--- src/rtl/if_prefetch_queue_pkg.sv ---
// Shared pipeline definitions: bubble encoding, default PC step, fetch entry layout.
// Latency: n/a (types and constants only).
// Backpressure: n/a.
package pipe_pkg;
   localparam logic [31:0] NOP_INSTR       = 32'h0000_0000;
   localparam int          DEFAULT_PC_STEP = 4;

   // One fetched instruction with its address and fall-through address.
   // Field order matches the packed entry stored by the prefetch queue.
   typedef struct packed {
      logic [31:0] instr;
      logic [31:0] pc;
      logic [31:0] npc;
   } fetch_entry_t;
endpackage

--- src/rtl/if_prefetch_queue_if.sv ---
// Bundle of fetch-control, instruction-memory and decode-side signals of the prefetch queue.
// Latency: n/a (wiring only).
// Backpressure: deq_ready from decode; fetch_en stalls fetch; redirect_valid flushes.
interface if_prefetch_queue_if #(
   parameter int DATA_W = 32,
   parameter int ADDR_W = 32,
   parameter int DEPTH  = 4
);
   localparam int CNT_W = $clog2(DEPTH) + 1;

   logic              fetch_en;
   logic [ADDR_W-1:0] imem_addr;
   logic [DATA_W-1:0] imem_rdata;
   logic              redirect_valid;
   logic [ADDR_W-1:0] redirect_target;
   logic              deq_ready;
   logic              deq_valid;
   logic [DATA_W-1:0] deq_instr;
   logic [ADDR_W-1:0] deq_pc;
   logic [ADDR_W-1:0] deq_npc;
   logic [CNT_W-1:0]  occupancy;

   // Queue side
   modport master (
      input  fetch_en, imem_rdata, redirect_valid, redirect_target, deq_ready,
      output imem_addr, deq_valid, deq_instr, deq_pc, deq_npc, occupancy
   );

   // Environment side (hazard logic, instruction memory, decode)
   modport slave (
      output fetch_en, imem_rdata, redirect_valid, redirect_target, deq_ready,
      input  imem_addr, deq_valid, deq_instr, deq_pc, deq_npc, occupancy
   );
endinterface

--- src/rtl/if_prefetch_queue_fifo_mem.sv ---
// DEPTH x W entry register array: one synchronous write port, one combinational read port.
// Latency: write visible on the read port after the writing edge.
// Backpressure: none; the owner decides when to write.
module prefetch_fifo_mem #(
   parameter int W     = 96,
   parameter int DEPTH = 4,
   parameter int PTR_W = $clog2(DEPTH)
) (
   input  logic             clk,
   input  logic             i_wr_en,
   input  logic [PTR_W-1:0] i_wr_ptr,
   input  logic [W-1:0]     i_wr_dat,
   input  logic [PTR_W-1:0] i_rd_ptr,
   output logic [W-1:0]     o_rd_dat
);
   logic [W-1:0] r_mem [DEPTH];

   // Storage is never reset; validity is tracked by the owner's count.
   always_ff @(posedge clk) begin
      if (i_wr_en) r_mem[i_wr_ptr] <= i_wr_dat;
   end

   assign o_rd_dat = r_mem[i_rd_ptr];
endmodule

--- src/rtl/if_prefetch_queue.sv ---
// PC generator feeding a DEPTH-entry prefetch FIFO between instruction ROM and decode.
// Latency: an entry enqueued at edge N is visible at deq_* after edge N (no bypass).
// Backpressure: fetch continues while decode stalls until full; redirect flushes everything.
module if_prefetch_queue
   import pipe_pkg::*;
#(
   parameter int                   DATA_W   = 32,
   parameter int                   ADDR_W   = 32,
   parameter int                   DEPTH    = 4,
   parameter int                   PC_STEP  = DEFAULT_PC_STEP,
   parameter logic [ADDR_W-1:0]    RESET_PC = '0
) (
   input  logic                 clk,
   input  logic                 reset,
   if_prefetch_queue_if.master  bus
);
   localparam int PTR_W = $clog2(DEPTH);
   localparam int CNT_W = PTR_W + 1;
   localparam int ENT_W = DATA_W + 2 * ADDR_W;

   logic [ADDR_W-1:0] r_fetch_pc;
   logic [PTR_W-1:0]  r_wr_ptr;
   logic [PTR_W-1:0]  r_rd_ptr;
   logic [CNT_W-1:0]  r_count;

   logic              w_deq_vld;
   logic              w_deq;
   logic              w_enq;
   logic [ADDR_W-1:0] w_next_pc;
   logic [ENT_W-1:0]  w_wr_ent;
   logic [ENT_W-1:0]  w_head;

   assign w_deq_vld = (r_count != '0);
   assign w_deq     = w_deq_vld & bus.deq_ready;
   // A full queue still accepts a new entry when the head leaves in the same cycle.
   assign w_enq     = bus.fetch_en & ~bus.redirect_valid &
                      ((r_count < CNT_W'(DEPTH)) | w_deq);
   assign w_next_pc = r_fetch_pc + ADDR_W'(PC_STEP);
   assign w_wr_ent  = {bus.imem_rdata, r_fetch_pc, w_next_pc};

   // Fetch PC, pointers and count; redirect overrides any enqueue or dequeue.
   always_ff @(posedge clk or negedge reset) begin
      if (!reset) begin
         r_fetch_pc <= RESET_PC;
         r_wr_ptr   <= '0;
         r_rd_ptr   <= '0;
         r_count    <= '0;
      end else if (bus.redirect_valid) begin
         r_fetch_pc <= bus.redirect_target;
         r_wr_ptr   <= '0;
         r_rd_ptr   <= '0;
         r_count    <= '0;
      end else begin
         if (w_enq) begin
            r_fetch_pc <= w_next_pc;
            r_wr_ptr   <= r_wr_ptr + PTR_W'(1);
         end
         if (w_deq) r_rd_ptr <= r_rd_ptr + PTR_W'(1);
         if (w_enq && !w_deq)      r_count <= r_count + CNT_W'(1);
         else if (!w_enq && w_deq) r_count <= r_count - CNT_W'(1);
      end
   end

   prefetch_fifo_mem #(
      .W     (ENT_W),
      .DEPTH (DEPTH),
      .PTR_W (PTR_W)
   ) u_mem (
      .clk      (clk),
      .i_wr_en  (w_enq),
      .i_wr_ptr (r_wr_ptr),
      .i_wr_dat (w_wr_ent),
      .i_rd_ptr (r_rd_ptr),
      .o_rd_dat (w_head)
   );

   // Head outputs come only from storage and collapse to a NOP bubble when empty.
   assign bus.imem_addr = r_fetch_pc;
   assign bus.deq_valid = w_deq_vld;
   assign bus.deq_instr = w_deq_vld ? w_head[ENT_W-1 -: DATA_W] : DATA_W'(NOP_INSTR);
   assign bus.deq_pc    = w_deq_vld ? w_head[2*ADDR_W-1 -: ADDR_W] : '0;
   assign bus.deq_npc   = w_deq_vld ? w_head[ADDR_W-1:0] : '0;
   assign bus.occupancy = r_count;
endmodule

--- src/flat_wrapper.sv ---
// flat-port wrapper written by rule: the top's interface ports become plain ports
module if_prefetch_queue_flat import pipe_pkg::*;
#(
   parameter int                   DATA_W   = 32,
   parameter int                   ADDR_W   = 32,
   parameter int                   DEPTH    = 4,
   parameter int                   PC_STEP  = DEFAULT_PC_STEP,
   parameter logic [ADDR_W-1:0]    RESET_PC = '0
)
  (clk, reset, bus_fetch_en, bus_imem_rdata, bus_redirect_valid, bus_redirect_target, bus_deq_ready, bus_imem_addr, bus_deq_valid, bus_deq_instr, bus_deq_pc, bus_deq_npc, bus_occupancy);
  if_prefetch_queue_if #(.DATA_W(DATA_W), .ADDR_W(ADDR_W), .DEPTH(DEPTH)) bus_i ();
  input  logic clk;
  input  logic reset;
  input wire logic [$bits(bus_i.fetch_en)-1:0] bus_fetch_en;
  input wire logic [$bits(bus_i.imem_rdata)-1:0] bus_imem_rdata;
  input wire logic [$bits(bus_i.redirect_valid)-1:0] bus_redirect_valid;
  input wire logic [$bits(bus_i.redirect_target)-1:0] bus_redirect_target;
  input wire logic [$bits(bus_i.deq_ready)-1:0] bus_deq_ready;
  output wire logic [$bits(bus_i.imem_addr)-1:0] bus_imem_addr;
  output wire logic [$bits(bus_i.deq_valid)-1:0] bus_deq_valid;
  output wire logic [$bits(bus_i.deq_instr)-1:0] bus_deq_instr;
  output wire logic [$bits(bus_i.deq_pc)-1:0] bus_deq_pc;
  output wire logic [$bits(bus_i.deq_npc)-1:0] bus_deq_npc;
  output wire logic [$bits(bus_i.occupancy)-1:0] bus_occupancy;
  assign bus_i.fetch_en = bus_fetch_en;
  assign bus_i.imem_rdata = bus_imem_rdata;
  assign bus_i.redirect_valid = bus_redirect_valid;
  assign bus_i.redirect_target = bus_redirect_target;
  assign bus_i.deq_ready = bus_deq_ready;
  assign bus_imem_addr = bus_i.imem_addr;
  assign bus_deq_valid = bus_i.deq_valid;
  assign bus_deq_instr = bus_i.deq_instr;
  assign bus_deq_pc = bus_i.deq_pc;
  assign bus_deq_npc = bus_i.deq_npc;
  assign bus_occupancy = bus_i.occupancy;
  if_prefetch_queue #(.DATA_W(DATA_W), .ADDR_W(ADDR_W), .DEPTH(DEPTH), .PC_STEP(PC_STEP), .RESET_PC(RESET_PC)) u_core (.clk(clk), .reset(reset), .bus(bus_i));
endmodule
--- config.mk ---
export PLATFORM = sky130hd
export DESIGN_NAME = if_prefetch_queue_flat
export DESIGN_NICKNAME = d
export VERILOG_FILES = /design/src/rtl/if_prefetch_queue_pkg.sv /design/src/rtl/if_prefetch_queue_if.sv /design/src/rtl/if_prefetch_queue_fifo_mem.sv /design/src/rtl/if_prefetch_queue.sv /design/src/flat_wrapper.sv
export SDC_FILE = /design/constraint.sdc
export NUM_CORES = 1
export LEC_CHECK = 0
export CAP_MARGIN = 30
export CORE_MARGIN = 1
export CORE_UTILIZATION = 29
export CTS_CLUSTER_DIAMETER = 100
export DETAILED_ROUTE_END_ITERATION = 10
export PLACE_DENSITY_LB_ADDON = 0.08
export SYNTH_ARGS = -nofsm -noshare
export SYNTH_HDL_FRONTEND = slang
export SYNTH_SLANG_ARGS = --single-unit
--- constraint.sdc ---
create_clock -name clk -period 5.44 [get_ports clk]
set_input_delay 1.088 -clock clk [delete_from_list [all_inputs] [get_ports clk]]
set_output_delay 1.088 -clock clk [all_outputs]
set_load 0.005 [all_outputs]
==> qor.log, run 1 <==
[cells_and_area] count of filler cells inserted in the layout 5475
[cts] htree depth 2
[yosys] top cells by area, synth sky130_fd_sc_hd__edfxtp_1 (66%), sky130_fd_sc_hd__mux4_2 (12%), sky130_fd_sc_hd__dfrtp_1 (5.7%)
[worst_setup_path] Reg-to-Reg Start u_core.bus.imem_addr[2]$_DFFE_PN0N_
[cts] later-pin clock latency in the skew report 580 ps
[worst_setup_path] Register-to-Register Setup Slack 2510 ps
[worst_setup_path] category of the most critical setup path reg2out
[cts] Inserted Clock Buffers 47
[cells_and_area] fraction of the core area covered by cells at the end of the flow 0.366
[routing] number of remaining DRC errors 0
[worst_setup_path] arrival time at the worst endpoint 3140 ps
[grt] number of antenna violations at the first check in global routing 2
[sta] accumulated negative setup slack 0 ps
[place] Buffers on Ports 200
[die] Core Region 0.0578 sq mm
[worst_setup_path] cells along the critical path buf_4, mux4_2, and2_1, clkdlybuf4s50_1
[routing] via total after detailed routing 8842
[cts] maximum count of clock buffers along a single path 3
[grt] number of global-route vias before repair 9357
[power] worst vdd rail ir drop 0.200 mV
[worst_setup_path] Crit. End Element output port
[cts] CTS Root Cell sky130_fd_sc_hd__clkbuf_16
[yosys] Distinct cells, synth 33
[place] post-detailed-placement cell area 0.0198 sq mm
[cts] cells resized by post-CTS repair 0
[routing] wire length per cell 22.5 microns
[sta] endpoints failing hold 0
[cts] setup repair bufs after CTS 0
[yosys] Avg Inst Size Synth 17.9 sq um
[yosys] number of instances in the synthesized netlist 950
[yosys] Synth Warn # 0
[cts] TritonCTS Sinks 415
[sta] relative max-transition margin 0.431
[die] overall die width 244 microns
[job] Max-cap violations 0
[cells_and_area] net count reported at finish 1212
[cells_and_area] Inserted Diodes 0
[worst_setup_path] Worst path slowest cell sky130_fd_sc_hd__dfrtp_4
[routing] Pre-Repair DR Iteration Count 4
[worst_setup_path] critical path peak fanout 48
[cts] clock edge transition at the registers on the reported setup and hold paths 60 ps
[sta] unrepaired setup endpoints after global routing no
[worst_setup_path] Worst R2R End u_core.u_mem.r_mem[2][24]$_DFFE_PP_
[yosys] Post-Syn Area 0.0170 sq mm
[min_path] class of the most critical hold timing path in2async
[place] post-detail-place hpwl 27200 microns
[cells_and_area] area growth from synthesis to layout 24.4%
[worst_setup_path] Worst R2R Path Depth 6
[yosys] cell type with the largest total area after synthesis sky130_fd_sc_hd__edfxtp_1
[sta] Worst-Margin Slew 853 ps
[grt] first-pass GRT wire length 64800 microns
[cells_and_area] share of cells above drive strength 1 0.168
[power] power density over the cells 457 mW/mm^2
[yosys] proportion of register bits with asynchronous set or reset after synthesis 0.0940
[yosys] proportion of netlist area held by the largest area contributor 0.663
[cells_and_area] Non-Filler Cell Area, Final 0.0212 sq mm
[sta] Final Slew Violations 0
[worst_setup_path] required time reported for the critical path endpoint 4350 ps
[cts] hold-fix buffers at CTS 0
[routing] via/cell ratio 4.56
[worst_setup_path] delay of the slowest cell on the worst path 990 ps
[grt] total global routing overflow 0
[sta] final worst path period need 4230 ps
[sta] clock skew after layout 19.5 ps
[sta] crit share post-route 0.778
[routing] initial drt markers 572
[cts] clock tree from TritonCTS done
[yosys] register bit total from synthesis 415
[sta] maximum clock frequency 236 MHz
[outcome] result of the run complete, no violations
[yosys] fraction of the yosys area taken by sequential cells 0.721
[routing] residual antenna-violating net count after detailed routing 0
[place] last weighted congestion value of the routability-driven placer 0.722
[sta] final-report setup violation count 0
[yosys] primary flip-flop cell chosen by synthesis mapping sky130_fd_sc_hd__edfxtp_1
[grt] largest net degree at the start of global routing 70
[die] floorplan row count 88
[yosys] Net Count, Synth 1025
[die] initial core utilization 0.295
[worst_setup_path] type of element launching the critical path flop
[routing] total routed wirelength 43700 microns
[yosys] number of enable flip-flop cells after synthesis 376
[power] leakage power total 0.00679 uW
[die] Die Y 244 microns
[die] boundary pin count 201
[grt] GRT Total Usage 0.148
[die] area of the die 0.0597 sq mm
==> cell usage after synthesis, drive strengths merged (4+ instances only) <==
| library cell | instances |
|---|---|
| edfxtp | 376 |
| and2 | 102 |
| mux4 | 94 |
| nand2 | 48 |
| buf | 45 |
| clkbuf | 41 |
| dfrtp | 39 |
| xnor2 | 38 |
| o21ai | 28 |
| nor2 | 27 |
| xor2 | 23 |
| nor3 | 14 |
| nand3 | 12 |
| inv | 10 |
| nor4 | 10 |
| nand4 | 8 |
| ha | 5 |
| a21oi | 4 |
| and4 | 4 |
| mux2i | 4 |
==> worst max path at each step <==
| stage | start | end | slack (ps) |
|---|---|---|---|
| finish | u_core.r_rd_ptr[1]$_DFFE_PN0P_ | bus_deq_npc[2] | 1210 |
| global route | u_core.r_rd_ptr[0]$_DFFE_PN0P_ | bus_deq_npc[27] | 1030 |
| detailed placement | bus_deq_ready | u_core.u_mem.r_mem[3][89]$_DFFE_PP_ | 1610 |
| global placement | bus_deq_ready | u_core.u_mem.r_mem[3][87]$_DFFE_PP_ | 1670 |
| CTS | u_core.r_rd_ptr[0]$_DFFE_PN0P_ | bus_deq_npc[27] | 1110 |
| floorplan | bus_deq_ready | u_core.u_mem.r_mem[0][10]$_DFFE_PP_ | 1080 |
==> per-stage QoR <==
| stage | setup slack, ps | power, uW | cells | hold slack (ps) |
|---|---|---|---|---|
| 2_1_floorplan | 1080 | 5310 | 950 | 494 |
| 3_5_place_dp | 1610 | 6900 | 1853 | 555 |
| 5_1_grt | 1030 | 10200 | 1940 | 272 |
| 6_report | 1210 | 9680 | 1940 | 306 |
| 3_3_place_gp | 1670 | 6920 | 1853 | 549 |
| 4_1_cts | 1110 | 9910 | 1940 | 259 |
==> cells in the final DEF, fill, tap and decap left out, drive strengths merged, types with 2 or more instances in the layout <==
cell type	count
dfrtp	39
and2	102
xor2	23
nand2	48
nor2	27
nand3	12
nand2b	3
clkbuf	61
nor3	14
inv	11
nand4	8
a21oi	4
o21ai	28
or2	2
mux2i	4
xnor2	38
or3	3
mux2	2
clkinv	23
o31a	2
buf	26
clkdlybuf4s50	198
mux4	94
and3	3
edfxtp	376
and4	4
ha	5
nor4	10
==> state kept, by name, indices dropped and copies added (netlist names) <==
register,cells
u_core.u_mem.r_mem,376
u_core.r_rd_ptr,2
u_core.r_wr_ptr,2
u_core.bus.imem_addr,32
u_core.bus.occupancy,3
==> metal layers <==
layer	global-route usage	vias to the layer above	routed length (microns)
li1	-	3991	-
met2	0.226	227	19900
met1	0.214	4566	20400
met4	0.0377	0	806
met3	0.0318	58	2570
met5	0	-	0
==> logic make-up after synthesis <==
group           synth area share
compound gates            0.0115
xor+xnor                  0.0314
fa+ha+maj                0.00485
buf+inv                   0.0291
flops                      0.721
mux                        0.128
simple gates              0.0747
==> final cells by class <==
| type | count | area, sq um | share of cell area |
|---|---|---|---|
| well taps | 765 | 957 | 0.0452 |
| clock buffers | 61 | 1260 | 0.0595 |
| repair buffers | 224 | 2210 | 0.104 |
| flip-flops and latches | 415 | 12300 | 0.580 |
| clock inverters | 26 | 164 | 0.00774 |
| multi-input cells | 439 | 4280 | 0.202 |
| inverters | 10 | 37.5 | 0.00177 |
==> critical path, delay by kind of cell (launching register included) <==
family / cells / cell delay, ps
buf+inv: 2 / 980
flops: 1 / 990
mux: 1 / 360
simple gates: 1 / 220
==> report_power, final <==
part / switching (uW) / internal (uW)
Clock: 1270 / 1680
Sequential: 238 / 3710
Combinational: 1160 / 1620
No activity file was read; power rests on OpenSTA's default activity.
==> inputs of run 2 (changes only) <==
==> constraint.sdc (replaced) <==
create_clock -name clk -period 4.2 [get_ports clk]
set_input_delay 0.84 -clock clk [delete_from_list [all_inputs] [get_ports clk]]
set_output_delay 0.84 -clock clk [all_outputs]
set_load 0.005 [all_outputs]
==> run 2 against run 1 <==
Worst setup slack worse by 720 ps. Wire length down 1.5%. Final cell count up 0.15%. Worst hold slack worse by 230 ps. Final area up 0.83%. Sequential share of layout area down 0.48 points. Critical path depth unchanged. Critical endpoint is now bus_deq_instr[2]. Non-clock buffer count up 2. Sequential power up 28%. Flip-flop and latch count unchanged. Largest cell class unchanged.
==> qor.log, run 2 (synthesis gave the netlist of run 1 again) <==
[outcome] result of the run complete, no violations
[cells_and_area] most common library cell in the layout ignoring fill and taps sky130_fd_sc_hd__edfxtp_1
[worst_setup_path] arrival time at the worst endpoint 2870 ps [-270 ps]
[routing] wire length per cell 22.2 microns [-1.7%]
[cts] setup repair bufs after CTS 0 [unchanged]
[die] area of the die 0.0597 sq mm [unchanged]
[sta] Final Slew Violations 0 [unchanged]
[cells_and_area] Sequential cell area 0.0123 sq mm [unchanged]
[place] Buffers on Ports 200 [unchanged]
[place] post-detail-place hpwl 26300 microns [-3.3%]
[grt] total global routing overflow 0 [unchanged]
[worst_setup_path] critical path peak fanout 26 [-46%]
[cells_and_area] area of the multi-input gates 0.00428 sq mm [unchanged]
[cts] htree depth 2 [unchanged]
[place] last weighted congestion value of the routability-driven placer 0.690 [-4.4%]
[sta] final-report setup violation count 0 [unchanged]
[die] Core Region 0.0578 sq mm [unchanged]
[cts] hold-fix buffers at CTS 0 [unchanged]
[cts] Inserted Clock Buffers 48 [+2.1%]
[worst_setup_path] type of element launching the critical path flop
[die] Die Y 244 microns [unchanged]
[die] overall die width 244 microns [unchanged]
[routing] residual antenna-violating net count after detailed routing 0 [unchanged]
[die] floorplan row count 88 [unchanged]
[routing] initial drt markers 394 [-31%]
[sta] crit share post-route 0.883
[cells_and_area] area growth from synthesis to layout 25.4%
[power] worst vdd rail ir drop 0.365 mV [+82%]
[grt] number of antenna violations at the first check in global routing 4 [+2]
[cts] clock tree from TritonCTS done
[cts] clock edge transition at the registers on the reported setup and hold paths 60 ps [about the same]
[place] post-detailed-placement cell area 0.0199 sq mm [+0.67%]
[job] Max-cap violations 0 [unchanged]
[worst_setup_path] category of the most critical setup path reg2out
[cells_and_area] register name with the most flops u_core.u_mem.r_mem
[sta] accumulated negative setup slack 0 ps [unchanged]
[routing] Pre-Repair DR Iteration Count 4 [unchanged]
[cts] maximum count of clock buffers along a single path 3 [unchanged]
[routing] total routed wirelength 43000 microns [-1.5%]
[worst_setup_path] required time reported for the critical path endpoint 3360 ps [-990 ps]
[grt] number of global-route vias before repair 9601 [+2.6%]
[sta] Worst-Margin Slew 737 ps [-116 ps]
[routing] number of remaining DRC errors 0 [unchanged]
[sta] unrepaired setup endpoints after global routing no
[cts] TritonCTS Sinks 415 [unchanged]
[die] initial core utilization 0.295 [unchanged]
[cts] cells resized by post-CTS repair 0 [unchanged]
[routing] via total after detailed routing 8766 [-0.86%]
[grt] GRT Total Usage 0.147 [-0.00103]
[cells_and_area] count of filler cells inserted in the layout 5438 [-0.68%]
[sta] endpoints failing hold 0 [unchanged]
[cells_and_area] commonest cells after routing, fill and taps aside sky130_fd_sc_hd__edfxtp_1 (376), sky130_fd_sc_hd__clkdlybuf4s50_1 (198), sky130_fd_sc_hd__and2_1 (98)
[sta] maximum clock frequency 270 MHz
[min_path] class of the most critical hold timing path in2async
[die] boundary pin count 201 [unchanged]
[sta] clock skew after layout 17.1 ps [-2.39 ps]
[cells_and_area] Non-Filler Cell Area, Final 0.0214 sq mm [+0.83%]
[cells_and_area] number of flip-flops under the largest register name 376 [unchanged]
[sta] relative max-transition margin 0.509 [+0.0775]
[sta] final worst path period need 3710 ps
[cells_and_area] net count reported at finish 1215 [+0.25%]
[worst_setup_path] Crit. End Element output port
[grt] first-pass GRT wire length 64600 microns [-0.25%]
[power] Pwr Total 12600 uW [+30%]
[cells_and_area] share of cells above drive strength 1 0.165 [-0.00283]
[grt] largest net degree at the start of global routing 70 [unchanged]
[cts] CTS Root Cell sky130_fd_sc_hd__clkbuf_16
[routing] via/cell ratio 4.51 [-1.0%]
[power] power density over the cells 592 mW/mm^2 [+29%]
[power] leakage power total 0.00683 uW [+0.65%]
[cts] later-pin clock latency in the skew report 570 ps [about the same]
## run 2: changes by cell type in the layout (fill, tap and decap cells not counted), moves of 3 or more
cell / before / now
sky130_fd_sc_hd__buf_12: 3 / 14
sky130_fd_sc_hd__buf_4: 21 / 12
sky130_fd_sc_hd__clkbuf_1: 12 / 18
sky130_fd_sc_hd__clkbuf_8: 1 / 4
sky130_fd_sc_hd__clkinv_2: 11 / 5
## run 2: metrics by stage
stage | cells | utilization | setup WS [ps] | hold slack (ps)
6_report | 1943 | 0.369 | 493 | 75.5
5_1_grt | 1942 | 0.369 | 304 | 52.6
4_1_cts | 1941 | 0.369 | 359 | 421
3_3_place_gp | 1853 | 0.344 | 977 | 549
2_1_floorplan | 950 | - | 92.1 | 494
3_5_place_dp | 1854 | 0.344 | 967 | 547
## run 2: layout make-up
cell class              count  area share
multi-input cells         439       0.200
well taps                 765      0.0448
diodes                      1    0.000117
inverters                  10     0.00176
flip-flops and latches    415       0.575
repair buffers            226       0.111
clock inverters            16     0.00451
clock buffers              71      0.0632
## run 2: final timing paths
path | start | to | slack (ps) | depth (start not counted)
setup / recovery | u_core.r_rd_ptr[0]$_DFFE_PN0P_ | bus_deq_instr[2] | 490 | 4
hold / removal | reset | u_core.bus.imem_addr[29]$_DFFE_PN0N_ | 80 | 1
setup reg to reg | u_core.bus.imem_addr[4]$_DFFE_PN0N_ | u_core.u_mem.r_mem[0][25]$_DFFE_PP_ | 1330 | 5
hold reg to reg | u_core.bus.imem_addr[0]$_DFFE_PN0P_ | u_core.u_mem.r_mem[1][32]$_DFFE_PP_ | 550 | 0
max in group asynchronous | reset | u_core.r_rd_ptr[0]$_DFFE_PN0P_ | 3670 | 2
min in group clk | u_core.bus.imem_addr[0]$_DFFE_PN0P_ | u_core.u_mem.r_mem[1][32]$_DFFE_PP_ | 550 | 0
## run 2: worst max-delay path, stage by stage (launching register included)
cell and delay, ps:
sky130_fd_sc_hd__dfrtp_4 760, sky130_fd_sc_hd__buf_12 310, sky130_fd_sc_hd__mux4_2 560, sky130_fd_sc_hd__and2_1 180, sky130_fd_sc_hd__clkdlybuf4s50_1 440
## run 2: power breakdown
part           internal, uW  total (uW)  switching (uW)
Clock                  2270        3870            1600
Combinational          2170        3710            1530
Sequential             4810        5060             252
## run 2: routing by layer
metal	share of wire	track usage
met1	0.46	0.203
met2	0.47	0.234
met3	0.048	0.0304
met4	0.020	0.0432
met5	0.00093	0
